--- config.mk ---
export PLATFORM = sky130hd
export DESIGN_NAME = wb_stage_flat
export DESIGN_NICKNAME = d
export VERILOG_FILES = /design/src/rtl/wb_pkg.sv /design/src/rtl/wb_if.sv /design/src/rtl/wb_bypass.sv /design/src/rtl/wb_stage.sv /design/src/flat_wrapper.sv
export SDC_FILE = /design/constraint.sdc
export NUM_CORES = 1
export LEC_CHECK = 0
export ABC_CLOCK_PERIOD_IN_PS = 2650
export BUFFER_PORTS_ARGS = -buffer_cell sky130_fd_sc_hd__clkbuf_2
export CELL_PAD_IN_SITES_DETAIL_PLACEMENT = 1
export CELL_PAD_IN_SITES_GLOBAL_PLACEMENT = 2
export CORE_ASPECT_RATIO = 0.6
export CORE_UTILIZATION = 24
export CTS_CLUSTER_SIZE = 25
export DETAILED_ROUTE_END_ITERATION = 8
export PLACE_DENSITY = 0.92
export SKIP_CTS_REPAIR_TIMING = 1
export SYNTH_ARGS = -nofsm -noshare
export SYNTH_HDL_FRONTEND = slang
export SYNTH_SLANG_ARGS = --single-unit
--- constraint.sdc ---
create_clock -name clk -period 2.65 [get_ports clk]
set_input_delay 0.3975 -clock clk [delete_from_list [all_inputs] [get_ports clk]]
set_output_delay 0.3975 -clock clk [all_outputs]
set_load 0.02 [all_outputs]
--- src/rtl/wb_pkg.sv ---
// Shared types and constants for the writeback stage.
package wb_pkg;

   localparam int XLEN_DEF = 32;

   localparam logic [1:0] RES_ALU  = 2'b00;
   localparam logic [1:0] RES_LOAD = 2'b01;
   localparam logic [1:0] RES_PC4  = 2'b10;

   typedef enum logic [0:0] {
      ST_IDLE    = 1'b0,
      ST_WAIT_LD = 1'b1
   } wb_state_e;

endpackage

--- src/rtl/wb_if.sv ---
// MEM-to-WB retire handshake plus the load-response channel.
interface wb_if #(
   parameter int XLEN = 32
);
   logic            mem_valid;
   logic            mem_ready;
   logic            mem_reg_write;
   logic [4:0]      mem_rd;
   logic [1:0]      mem_result_src;
   logic [XLEN-1:0] mem_alu_result;
   logic [XLEN-1:0] mem_pc_plus4;
   logic            ld_rvalid;
   logic [XLEN-1:0] ld_rdata;

   modport master (
      output mem_valid, mem_reg_write, mem_rd, mem_result_src,
             mem_alu_result, mem_pc_plus4, ld_rvalid, ld_rdata,
      input  mem_ready
   );

   modport slave (
      input  mem_valid, mem_reg_write, mem_rd, mem_result_src,
             mem_alu_result, mem_pc_plus4, ld_rvalid, ld_rdata,
      output mem_ready
   );
endinterface

--- src/rtl/wb_bypass.sv ---
// Write-before-read bypass compare for one decode read port.
module wb_bypass
   import wb_pkg::*;
#(
   parameter int XLEN = XLEN_DEF
) (
   input  logic            rf_we,
   input  logic [4:0]      rf_addr,
   input  logic [XLEN-1:0] rf_wdata,
   input  logic [4:0]      dec_a,
   output logic            byp_hit,
   output logic [XLEN-1:0] byp_data
);

   // Hit when the write landing this edge targets the register being read.
   always_comb begin
      byp_hit  = rf_we && (rf_addr == dec_a) && (dec_a != 5'd0);
      byp_data = rf_wdata;
   end

endmodule

--- src/rtl/wb_stage.sv ---
// Writeback stage: result select, registered RF write port, load wait,
// decode bypass, load-error flag and retired-instruction counter.
//
// state      | meaning
// -----------+-------------------------------------------
// ST_IDLE    | no load outstanding, MEM may retire
// ST_WAIT_LD | load accepted, waiting for ld_rvalid
module wb_stage
   import wb_pkg::*;
#(
   parameter int XLEN       = XLEN_DEF,
   parameter int LD_TIMEOUT = 64,
   parameter int CNT_W      = 32
) (
   input  logic             clk,
   input  logic             rst,
   wb_if.slave              mem_if,
   output logic             rf_we,
   output logic [4:0]       rf_addr,
   output logic [XLEN-1:0]  rf_wdata,
   input  logic [4:0]       dec_a1,
   input  logic [4:0]       dec_a2,
   output logic             byp_hit1,
   output logic             byp_hit2,
   output logic [XLEN-1:0]  byp_data1,
   output logic [XLEN-1:0]  byp_data2,
   output logic             ld_err,
   output logic [CNT_W-1:0] retired_cnt
);

   localparam int WAIT_W = (LD_TIMEOUT > 2) ? $clog2(LD_TIMEOUT) : 1;
   localparam logic [WAIT_W-1:0] WAIT_LAST = WAIT_W'(LD_TIMEOUT - 1);

   wb_state_e         state_q, state_d;
   logic              rf_we_q, rf_we_d;
   logic [4:0]        rf_addr_q, rf_addr_d;
   logic [XLEN-1:0]   rf_wdata_q, rf_wdata_d;
   logic [WAIT_W-1:0] wait_cnt_q, wait_cnt_d;
   logic [CNT_W-1:0]  retired_cnt_q, retired_cnt_d;
   logic              ld_err_q, ld_err_d;
   logic [4:0]        ld_rd_q, ld_rd_d;
   logic              ld_we_q, ld_we_d;

   logic mem_ready;
   logic accept;
   logic is_load;
   logic timeout;

   assign mem_ready        = !rst && (state_q == ST_IDLE);
   assign mem_if.mem_ready = mem_ready;
   assign accept           = mem_if.mem_valid && mem_ready;
   assign is_load          = (mem_if.mem_result_src == RES_LOAD);
   assign timeout          = (wait_cnt_q == WAIT_LAST);

   // State register.
   always_ff @(posedge clk) begin
      if (rst) state_q <= ST_IDLE;
      else     state_q <= state_d;
   end

   // Next-state: enter WAIT_LD on a load accept, leave on data or timeout.
   always_comb begin
      state_d = state_q;
      case (state_q)
         ST_IDLE:    if (accept && is_load) state_d = ST_WAIT_LD;
         ST_WAIT_LD: if (mem_if.ld_rvalid || timeout) state_d = ST_IDLE;
         default:    state_d = ST_IDLE;
      endcase
   end

   // Datapath next values; rf_addr/rf_wdata only move when a write happens.
   always_comb begin
      rf_we_d       = 1'b0;
      rf_addr_d     = rf_addr_q;
      rf_wdata_d    = rf_wdata_q;
      wait_cnt_d    = wait_cnt_q;
      retired_cnt_d = retired_cnt_q;
      ld_err_d      = ld_err_q;
      ld_rd_d       = ld_rd_q;
      ld_we_d       = ld_we_q;
      case (state_q)
         ST_IDLE: begin
            if (mem_if.ld_rvalid) ld_err_d = 1'b1;
            if (accept) begin
               if (is_load) begin
                  ld_rd_d    = mem_if.mem_rd;
                  ld_we_d    = mem_if.mem_reg_write && (mem_if.mem_rd != 5'd0);
                  wait_cnt_d = '0;
               end else begin
                  retired_cnt_d = retired_cnt_q + CNT_W'(1);
                  if (mem_if.mem_reg_write && (mem_if.mem_rd != 5'd0)) begin
                     rf_we_d    = 1'b1;
                     rf_addr_d  = mem_if.mem_rd;
                     rf_wdata_d = (mem_if.mem_result_src == RES_PC4) ?
                                  mem_if.mem_pc_plus4 : mem_if.mem_alu_result;
                  end
               end
            end
         end
         ST_WAIT_LD: begin
            if (mem_if.ld_rvalid) begin
               retired_cnt_d = retired_cnt_q + CNT_W'(1);
               if (ld_we_q) begin
                  rf_we_d    = 1'b1;
                  rf_addr_d  = ld_rd_q;
                  rf_wdata_d = mem_if.ld_rdata;
               end
            end else if (timeout) begin
               ld_err_d      = 1'b1;
               wait_cnt_d    = '0;
               retired_cnt_d = retired_cnt_q + CNT_W'(1);
            end else begin
               wait_cnt_d = wait_cnt_q + WAIT_W'(1);
            end
         end
         default: ;
      endcase
   end

   // Datapath registers.
   always_ff @(posedge clk) begin
      if (rst) begin
         rf_we_q       <= 1'b0;
         rf_addr_q     <= 5'd0;
         rf_wdata_q    <= '0;
         wait_cnt_q    <= '0;
         retired_cnt_q <= '0;
         ld_err_q      <= 1'b0;
         ld_rd_q       <= 5'd0;
         ld_we_q       <= 1'b0;
      end else begin
         rf_we_q       <= rf_we_d;
         rf_addr_q     <= rf_addr_d;
         rf_wdata_q    <= rf_wdata_d;
         wait_cnt_q    <= wait_cnt_d;
         retired_cnt_q <= retired_cnt_d;
         ld_err_q      <= ld_err_d;
         ld_rd_q       <= ld_rd_d;
         ld_we_q       <= ld_we_d;
      end
   end

   assign rf_we       = rf_we_q;
   assign rf_addr     = rf_addr_q;
   assign rf_wdata    = rf_wdata_q;
   assign ld_err      = ld_err_q;
   assign retired_cnt = retired_cnt_q;

   wb_bypass #(.XLEN(XLEN)) u_byp1 (
      .rf_we    (rf_we_q),
      .rf_addr  (rf_addr_q),
      .rf_wdata (rf_wdata_q),
      .dec_a    (dec_a1),
      .byp_hit  (byp_hit1),
      .byp_data (byp_data1)
   );

   wb_bypass #(.XLEN(XLEN)) u_byp2 (
      .rf_we    (rf_we_q),
      .rf_addr  (rf_addr_q),
      .rf_wdata (rf_wdata_q),
      .dec_a    (dec_a2),
      .byp_hit  (byp_hit2),
      .byp_data (byp_data2)
   );

endmodule

--- src/flat_wrapper.sv ---
// flat-port wrapper written by rule: the top's interface ports become plain ports
module wb_stage_flat import wb_pkg::*;
#(
   parameter int XLEN       = XLEN_DEF,
   parameter int LD_TIMEOUT = 64,
   parameter int CNT_W      = 32
)
  (clk, rst, rf_we, rf_addr, rf_wdata, dec_a1, dec_a2, byp_hit1, byp_hit2, byp_data1, byp_data2, ld_err, retired_cnt, mem_if_mem_valid, mem_if_mem_reg_write, mem_if_mem_rd, mem_if_mem_result_src, mem_if_mem_alu_result, mem_if_mem_pc_plus4, mem_if_ld_rvalid, mem_if_ld_rdata, mem_if_mem_ready);
  wb_if #(.XLEN(XLEN)) mem_if_i ();
  input  logic clk;
  input  logic rst;
  output logic rf_we;
  output logic [4:0] rf_addr;
  output logic [XLEN-1:0] rf_wdata;
  input  logic [4:0] dec_a1;
  input  logic [4:0] dec_a2;
  output logic byp_hit1;
  output logic byp_hit2;
  output logic [XLEN-1:0] byp_data1;
  output logic [XLEN-1:0] byp_data2;
  output logic ld_err;
  output logic [CNT_W-1:0] retired_cnt;
  input wire logic [$bits(mem_if_i.mem_valid)-1:0] mem_if_mem_valid;
  input wire logic [$bits(mem_if_i.mem_reg_write)-1:0] mem_if_mem_reg_write;
  input wire logic [$bits(mem_if_i.mem_rd)-1:0] mem_if_mem_rd;
  input wire logic [$bits(mem_if_i.mem_result_src)-1:0] mem_if_mem_result_src;
  input wire logic [$bits(mem_if_i.mem_alu_result)-1:0] mem_if_mem_alu_result;
  input wire logic [$bits(mem_if_i.mem_pc_plus4)-1:0] mem_if_mem_pc_plus4;
  input wire logic [$bits(mem_if_i.ld_rvalid)-1:0] mem_if_ld_rvalid;
  input wire logic [$bits(mem_if_i.ld_rdata)-1:0] mem_if_ld_rdata;
  output wire logic [$bits(mem_if_i.mem_ready)-1:0] mem_if_mem_ready;
  assign mem_if_i.mem_valid = mem_if_mem_valid;
  assign mem_if_i.mem_reg_write = mem_if_mem_reg_write;
  assign mem_if_i.mem_rd = mem_if_mem_rd;
  assign mem_if_i.mem_result_src = mem_if_mem_result_src;
  assign mem_if_i.mem_alu_result = mem_if_mem_alu_result;
  assign mem_if_i.mem_pc_plus4 = mem_if_mem_pc_plus4;
  assign mem_if_i.ld_rvalid = mem_if_ld_rvalid;
  assign mem_if_i.ld_rdata = mem_if_ld_rdata;
  assign mem_if_mem_ready = mem_if_i.mem_ready;
  wb_stage #(.XLEN(XLEN), .LD_TIMEOUT(LD_TIMEOUT), .CNT_W(CNT_W)) u_core (.clk(clk), .rst(rst), .mem_if(mem_if_i), .rf_we(rf_we), .rf_addr(rf_addr), .rf_wdata(rf_wdata), .dec_a1(dec_a1), .dec_a2(dec_a2), .byp_hit1(byp_hit1), .byp_hit2(byp_hit2), .byp_data1(byp_data1), .byp_data2(byp_data2), .ld_err(ld_err), .retired_cnt(retired_cnt));
endmodule
Word level (Yosys, flattened, before mapping)
Index checks and enable logic that the tools add are counted.

Equal/unequal tests: 15. Add/sub/neg operators: 2. Reduce and logical (&&, ||, !) cells: 18. Bitwise logic cells: 1. Muxes and demuxes: 36.

Operators by type and width (count): 32-bit 2-to-1 mux (10); 32-bit one-hot mux with 2 select lines (2); 32-bit by 1-bit adder with 32-bit output, second input constant (1); 5-bit 2-to-1 mux (5); 6-bit 2-to-1 mux (4); 5-bit nonzero test (3); 2-bit inequality test, second input constant (7); 6-bit one-hot mux with 2 select lines (1); 3-bit AND reduction (4); 5-bit == test (2); 1-bit 2-to-1 mux (10); 5-bit one-hot mux with 2 select lines (1); 1-bit logical AND (8); 6-bit by 1-bit adder with 6-bit output, second input constant (1); 6-bit == test, second input constant (1); 1-bit one-hot mux with 2 select lines (3); 5-bit AND reduction (1); 2-bit by 1-bit inequality test with 1-bit output, second input constant (2); 3-bit inequality test, second input constant (1); 2-bit by 1-bit == test with 1-bit output, second input constant (1); 2-bit == test, second input constant (1); 1-bit logical NOT (1); 1-bit logical OR (1); 1-bit inverter (1).

Word-level logic and storage cells: 81. Input bits: 118. Output and inout bits: 138. Register bits after elaboration: 84.

Longest topological paths before layout
Gate-level depths: netlist (run 1).

Depth after elaboration: 6. Gate-level depth with buffers: 7. Gate-level depth less buffers: 6.

By module
Synthesis (run 1) repeated with hierarchy kept, for this count alone.

Cells, all modules: 589. Area, all modules: 4819.6 sq um.

By module, submodules not included: wb_stage (times used 1, cells each 505, area an instance 4199.0 sq um, seq. area each 1681.6 sq um); wb_bypass (times used 2, cells each 42, area an instance 310.3 sq um, seq. area each 0.0 sq um).

Least setup slack after synthesis (run 1)
OpenSTA, ideal clock, no wires.

Path type: register -> register. Start point: reg u_core.retired_cnt_q[0], in the netlist u_core.retired_cnt[0]. End point: reg u_core.retired_cnt_q[22], in the netlist u_core.retired_cnt[22]. Clock period less this slack: 2002 ps. Setup slack: 648 ps. Arrival: 1931 ps. Data required time: 2580 ps. Setup time: 70 ps. Buffers on the path: 0. Stages on the path, launching flop included: 7. Cell sequence: dfxtp_1 ha_1 and3_1 nand4_1 or4_4 or3_1 a21oi_1.

Word-level cells in the longest chain between the ends: 4. Elaborated cells between the ends (all ways): 6. Those cells by class: add/sub: 1; mux: 5.

RTL lines: from (decl) (line wb_stage.sv:39) `logic [CNT_W-1:0] retired_cnt_q, retired_cnt_d;`; from (signal assigned) (line wb_stage.sv:136) `retired_cnt_q <= retired_cnt_d;`; 32-bit by 1-bit adder with 32-bit output * (line wb_stage.sv:90, wb_stage.sv:102, wb_stage.sv:111); 32-bit 2-to-1 mux (on tied branches) (line wb_stage.sv:108, wb_stage.sv:85); 32-bit 2-to-1 mux (on tied branches) (line wb_stage.sv:101, wb_stage.sv:84); 32-bit one-hot mux with 2 select lines * (line wb_stage.sv:81) `case (state_q)`.

Mark *: on every way between the ends. The rest lies on a longest branch, timed or not. The select of a mux whose other input is x is not followed. A chain may end at the register's enable or synchronous reset.

Worst setup path after layout (run 1)
Start point: reg u_core.wait_cnt_q[0]. End point: reg u_core.retired_cnt_q[21], in the netlist u_core.retired_cnt[21].

Word-level cells in the longest chain between the ends: 3.

RTL lines: from (decl) (line wb_stage.sv:38) `logic [WAIT_W-1:0] wait_cnt_q, wait_cnt_d;`; from (signal assigned) (line wb_stage.sv:135) `wait_cnt_q <= wait_cnt_d;`; 6-bit == test (line wb_stage.sv:53) `assign timeout = (wait_cnt_q == WAIT_LAST);`; 3-bit inequality test (no line); 3-bit AND reduction (no line).

Every way passes these cells.

==> metrics.md, run 1 <==
| Metric | Value |
|---|---|
| Status | `completed` |
| Initial DRT Pass Iterations | `4` |
| RSZ-0062 raised after global routing | `false` |
| Number of library cell types mapped by synthesis | `43` |
| Initial antenna violation count | `0` |
| Tmin final | `around 2200 ps` |
| Gp weighted congestion | `approximately 0.79` |
| Setup TNS | `0 ps` |
| # Max-Cap Violations | `0` |
| Clk slew on worst S/H paths | `70 ps` |
| Starting Density | `around a quarter` |
| # clock sinks | `84` |
| Die Ht | `113 µm` |
| Via count | `5,013` |
| Post-detailed-route count of antenna-violating nets | `0` |
| Setup crit end kind | `flop` |
| CP Class | `flop to flop` |
| Placement row count | `40` |
| # DRC | `0` |
| Final setup fails | `0` |
| Synth Warn # | `0` |
| Synthesized cell area | `~4900 µm²` |
| Ys flop type | `dfxtp_1` |
| Type of the tightest min-delay check | `input port to flop` |
| Max Fclk | `approximately 460 MHz` |
| P_leak | `between 2 and 3 nW` |
| Most frequent cells in the layout | `254 x clkbuf_2, 111 x nand2_1, 83 x dfxtp_1` |
| Arrival time at the worst endpoint | `2440 ps` |
| Tcrit/Tclk final | `82.4%` |
| Vias in the first global route | `4,677` |
| Worst slew pin tran | `917 ps` |
| GRT Overall Usage | `~15%` |
| Final Instance Area | `about 6300 µm²` |
| Max_slew headroom | `38.9%` |
| Nets | `between 900 and 1,000` |
| Ys async rst share | `0%` |
| Most common cell after layout, fill and taps aside | `clkbuf_2` |
| I/O Buffers | `255` |
| Gr ovfl total | `0` |
| Crit path launch type | `flop` |
| CTS Buf Count | `9` |
| Dpl cell area | `around 6000 µm²` |
| Fillers | `between 2,000 and 2,500` |
| Pwr/cell area | `503 nW/µm²` |
| Die ar. | `21,000 µm²` |
| Core area | `20,000 µm²` |
| Sequential-to-total area share from yosys stat | `34.3%` |
| Routed vias/inst | `4.63` |
| I/O Pins | `256` |
| Max VDD drop | `278 µV` |
| DRT Wirelength | `16,100 µm` |
| ANT cells | `0` |
| H-Tree Depth | `3` |
| Die extent in x | `186 µm` |
| Initial DRC count | `between 150 and 200` |
| Largest net degree at the start of global routing | `between 80 and 90` |
| Endpoints failing hold | `0` |
| Wire per inst | `~15 µm` |
| Clock latency on the worst-skew pair | `approximately 340 ps` |
| Mean Syn Cell Area | `~7.8 µm²` |
| Share of the synthesized area in the top cell type | `approximately 34%` |
| Syn-to-layout area delta | `29.5%` |
| Syn Inst Count | `625` |
| Synth area leaders | `dfxtp_1 34%, buf_4 9.8%, mux2i_1 8.8%, nand2_1 8.5%, a21oi_1 5.1%` |
| Post-synth top area cell | `dfxtp_1` |
| Global-route wire length before repair | `25,000 µm` |
| CTS tree | `built` |
| Slew Limit Fails | `0` |
| Maximum clock insertion buffer count | `2` |
| Syn Nets | `745` |
| Number of synthesized flops with an enable pin | `0` |
| Share of cells above drive strength 1 | `36.5%` |
| CP Max Fanout | `10` |
| Post-DP HPWL | `12,400 µm` |
| Crit path required time | `2910 ps` |
| Clock Skew | `roughly 9 ps` |
| Yosys reg bits | `84` |
| Root Buffer | `clkbuf_16` |
Yosys cell counts (9+ instances only):
master,count
buf_2,13
a21oi_1,50
xnor2_1,18
o21ai_0,39
dfxtp_1,84
xor2_1,13
nand4_1,15
buf_4,64
nand3_1,22
nor4_1,17
and3_1,9
nand2_1,111
nor2_1,42
clkbuf_1,21
mux2i_1,43
through the flow:
| stage | hold WS, ps | power, mW | cells | utilization (%) | setup slack [ps] |
|---|---|---|---|---|---|
| global route | 338 | 3.35 | 1082 | 31.7 | 299 |
| global placement | 467 | 1.76 | 1066 | 30.0 | 429 |
| floorplan | 454 | 1.61 | 625 | - | 648 |
| finish | 342 | 3.19 | 1082 | 31.7 | 467 |
| CTS | 329 | 3.26 | 1082 | 31.7 | 404 |
| detailed placement | 480 | 1.77 | 1066 | 30.0 | 343 |
worst max-delay path, stage by stage, from the launching register on:
cell	delay (ps)
dfxtp_1	380
ha_1	210
and3_2	240
a31o_2	340
nand4_1	240
or4_1	530
a21oi_1	160
registers in the layout (all words and copies together) (netlist names):
| name | cells |
|---|---|
| u_core.rf_wdata | 32 |
| u_core.ld_rd_q | 5 |
| u_core.retired_cnt | 32 |
| u_core.rf_we | 1 |
| u_core.ld_we_q | 1 |
| u_core.wait_cnt_q | 6 |
| u_core.ld_err | 1 |
| u_core.rf_addr | 5 |
| u_core.state_q | 1 |
per-layer routing:
metal	track usage [%]	wire [µm]	part of all wire, %
met5	0	0	0
met4	3.31	199	1.2
met3	4.69	1090	6.8
met2	23.1	7030	44
met1	20.1	7760	48
final timing paths:
path,endpoint,slack (ps),depth (start not counted),from
worst min register to register,u_core.rf_wdata[28],490,2,u_core.rf_wdata[28]
worst max-delay path,u_core.retired_cnt[21],470,6,u_core.wait_cnt_q[0]
worst max register to register,u_core.retired_cnt[21],470,6,u_core.wait_cnt_q[0]
worst min-delay path,u_core.ld_rd_q[2],340,3,mem_if_mem_rd[2]
cell families (layout without fill, tap and decap cells):
family	Yosys count	after routing	share of synthesized area [%]
compound gates	109	109	12.8
buf+inv	101	285	13.1
xor+xnor	31	31	5.55
simple gates	255	255	24.8
flops	84	84	34.3
mux	43	43	8.79
fa+ha+maj	2	2	0.511
area by class of cell:
type	instances	area [µm²]	share of cell area, %
clock buffer	10	229	3.61
sequential	84	1680	26.5
timing repair buffer	267	1390	21.9
inverter	2	7.51	0.118
tap	273	342	5.39
clock inverter	6	111	1.76
multi-input combinational	440	2580	40.7
where the power goes:
part           internal [mW]  switching, mW  leakage [nW]
clock network          0.924          0.528         0.163
logic                  0.173          0.244          1.90
registers               1.29         0.0319         0.680
(Power assumes the default switching activity.)
==> run 2, diff against run 1 <==
--- a/config.mk
+++ b/config.mk
@@ -5,12 +5,13 @@
 export SDC_FILE = /design/constraint.sdc
 export NUM_CORES = 1
 export LEC_CHECK = 0
-export ABC_CLOCK_PERIOD_IN_PS = 2650
+export ABC_AREA = 1
+export ABC_CLOCK_PERIOD_IN_PS = 2100
 export BUFFER_PORTS_ARGS = -buffer_cell sky130_fd_sc_hd__clkbuf_2
 export CELL_PAD_IN_SITES_DETAIL_PLACEMENT = 1
 export CELL_PAD_IN_SITES_GLOBAL_PLACEMENT = 2
 export CORE_ASPECT_RATIO = 0.6
-export CORE_UTILIZATION = 24
+export CORE_UTILIZATION = 23
 export CTS_CLUSTER_SIZE = 25
 export DETAILED_ROUTE_END_ITERATION = 8
 export PLACE_DENSITY = 0.92
==> constraint.sdc (replaced) <==
create_clock -name clk -period 2.1 [get_ports clk]
set_input_delay 0.315 -clock clk [delete_from_list [all_inputs] [get_ports clk]]
set_output_delay 0.315 -clock clk [all_outputs]
set_load 0.02 [all_outputs]
==> metrics.md, run 2 <==
| Metric | Value |
|---|---|
| Syn-to-layout area delta | `27.0%` |
| Largest net degree at the start of global routing | `70` |
| Register-to-register setup slack | `between 200 and 250 ps` |
| Most frequent cell after synthesis | `nor2_1` |
| Setup crit end kind | `flop` |
| Root Buffer | `clkbuf_16` |
| Synthesized cell area | `between 5000 and 6000 µm²` |
| Hold EP | `u_core.ld_we_q` |
| Compound-Gate Fraction of Synth Area | `13.6%` |
| Share of cells above drive strength 1 | `30.3%` |
| Hold Path Origin | `mem_if_mem_reg_write` |
| Type of the tightest min-delay check | `input port to flop` |
| Most common cell after layout, fill and taps aside | `clkbuf_2` |
| CP Max Fanout | `23` |
| Status | `completed` |
| Main combinational cell family by area after synthesis | `simple AND/OR/NAND/NOR gates` |
| P_leak | `3.16 nW` |
| Tcrit/Tclk final | `90.4%` |
| Ys async rst share | `0%` |
| Arrival time at the worst endpoint | `~2100 ps` |
| Max_slew headroom | `66.7%` |
| Final setup fails | `0` |
| Syn Inst Count | `823` |
| Share of the synthesized area in the top cell type | `~32%` |
| I/O Buffers | `roughly 260` |
| Post-synth top area cell | `dfxtp_1` |
| Via count | `5,927` |
| Post-detailed-route count of antenna-violating nets | `0` |
| Maximum clock insertion buffer count | `2` |
| Xor and xnor area share after synthesis | `1.67%` |
| Pwr/cell area | `between 600 and 700 nW/µm²` |
| Core area | `approximately 22,000 µm²` |
| Final Instance Area | `6640 µm²` |
| Worst hold path depth | `3` |
| Gp weighted congestion | `between 0.8 and 0.9` |
| Fillers | `2,951` |
| Routed vias/inst | `~4.5` |
| RSZ-0062 raised after global routing | `false` |
| # DRC | `0` |
| Synth Area in Adders | `less than 1%` |
| Worst slew pin tran | `roughly 500 ps` |
| Synth Warn # | `0` |
| Crit path launch type | `flop` |
| Max Fclk | `between 500 and 600 MHz` |
| Setup TNS | `0 ps` |
| Die ar. | `23,400 µm²` |
| Number of synthesized flops with an enable pin | `0` |
| Initial antenna violation count | `0` |
| Multiplexer share of the synthesized area | `0%` |
| Initial DRC count | `roughly 280` |
| DRT Wirelength | `19,200 µm` |
| I/O Pins | `256` |
| Vias in the first global route | `between 5,000 and 6,000` |
| Die Ht | `119 µm` |
| Clock latency on the worst-skew pair | `350 ps` |
| Most frequent cells in the layout | `255 x clkbuf_2, 179 x nor2_1, 158 x nand2_1` |
| Worst r2r src | `u_core.wait_cnt_q[0]` |
| Nets | `roughly 1,100` |
| Clock Skew | `around 8.5 ps` |
| CTS tree | `built` |
| Die extent in x | `roughly 200 µm` |
| CTS Buf Count | `9` |
| Max VDD drop | `351 µV` |
| H-Tree Depth | `3` |
| Sequential-to-total area share from yosys stat | `32.1%` |
| Gr ovfl total | `0` |
| GRT Overall Usage | `16.3%` |
| Worst Setup SP | `u_core.wait_cnt_q[0]` |
| Most frequent cells after synthesis | `180 x nor2_1, 158 x nand2_1, 84 x dfxtp_1` |
| Dpl cell area | `6330 µm²` |
| Post-DP HPWL | `around 15,000 µm` |
| Syn Nets | `about 940` |
| Tmin final | `1900 ps` |
| # Max-Cap Violations | `0` |
| Synth area leaders | `dfxtp_1 32%, nor2_1 13%, nand2_1 11%, buf_4 9.9%, nand3_1 6.3%` |
| Placement row count | `42` |
| Yosys reg bits | `84` |
| Number of library cell types mapped by synthesis | `33` |
| Wire per inst | `14.6 µm` |
| Endpoints failing hold | `0` |
| Ys flop type | `dfxtp_1` |
| Worst r2r path cells | `11` |
| RR Endpoint | `u_core.retired_cnt[29]` |
| Simple-gate share of the synthesized area | `35.1%` |
| Slew Limit Fails | `0` |
| Clk slew on worst S/H paths | `70 ps` |
| CP Class | `flop to flop` |
| ANT cells | `0` |
| # clock sinks | `84` |
| Global-route wire length before repair | `just over 30,000 µm` |
| Mean Syn Cell Area | `6.36 µm²` |
| Crit path required time | `2350 ps` |
| Initial DRT Pass Iterations | `4` |
| Starting Density | `23.6%` |
## run 2: changes by cell type in the layout (fill, tap and decap cells not counted), moves of 15 or more
cell     delta
nand3_1    +44
nor2_1    +137
a31oi_1    +29
inv_1      +46
a21oi_1    -16
nor4_1     -15
nand2_1    +47
mux2i_1    -43
## run 2: stage by stage
step | utilization [%] | std cells | power, mW | worst slack [ps] | hold WS [ps]
6_report | 30.0 | 1312 | 4.07 | 203 | 217
5_1_grt | 30.0 | 1312 | 4.29 | 11.6 | 214
4_1_cts | 29.9 | 1312 | 4.15 | 165 | 197
3_5_place_dp | 28.5 | 1296 | 2.39 | 196 | 453
3_3_place_gp | 28.5 | 1296 | 2.38 | 336 | 445
2_1_floorplan | - | 823 | 2.17 | 454 | 450
## run 2: final cells by class
cell class                 instances  area (µm²)  area share [%]
tap                              308         385            5.80
clock buffer                       9         225            3.39
timing repair buffer             268        1400            21.1
inverter                          54         205            3.09
clock inverter                     7        87.6            1.32
sequential                        84        1680            25.3
multi-input combinational        582        2660            40.0
## run 2: cells by family after synthesis
kind of cell,Yosys count
and+or+nand+nor,440
buffers and inverters,157
AOI/OAI and AO/OA,130
DFF,84
xor gates and xnor gates,10
adders and majority gates,2
## run 2: critical path, stage by stage (launching register included)
cell     delay [ps]
dfxtp_1         370
ha_1            230
inv_1            70
nor2_2          160
nand2_1          80
nand3_1         110
nand2_2          90
buf_4           240
nor2_1          240
nand3_1         100
nand2_1          70
nor2_1           40
## run 2: routing by layer
metal,GRT usage [%],part of all wire [%],vias to the layer above
met5,0,0,-
met4,3.15,0.67,0
met3,4.50,6.3,9
met2,24.0,42,161
met1,23.7,51,2797
li1,-,-,2960
## run 2: worst max path at each step
stage | slack (ps) | end | cells after the start
after detailed placement | 200 | u_core.retired_cnt[9] | 11
after floorplan | 450 | byp_hit1 | 6
after CTS | 170 | byp_hit2 | 7
final | 200 | u_core.retired_cnt[29] | 11
after global placement | 340 | u_core.retired_cnt[9] | 11
after global routing | 10 | u_core.retired_cnt[24] | 11
## run 2: power by group
part,switching [mW],leakage (nW),internal [mW]
clock network,0.764,0.155,0.955
registers,0.0509,0.681,1.64
logic,0.416,2.33,0.244
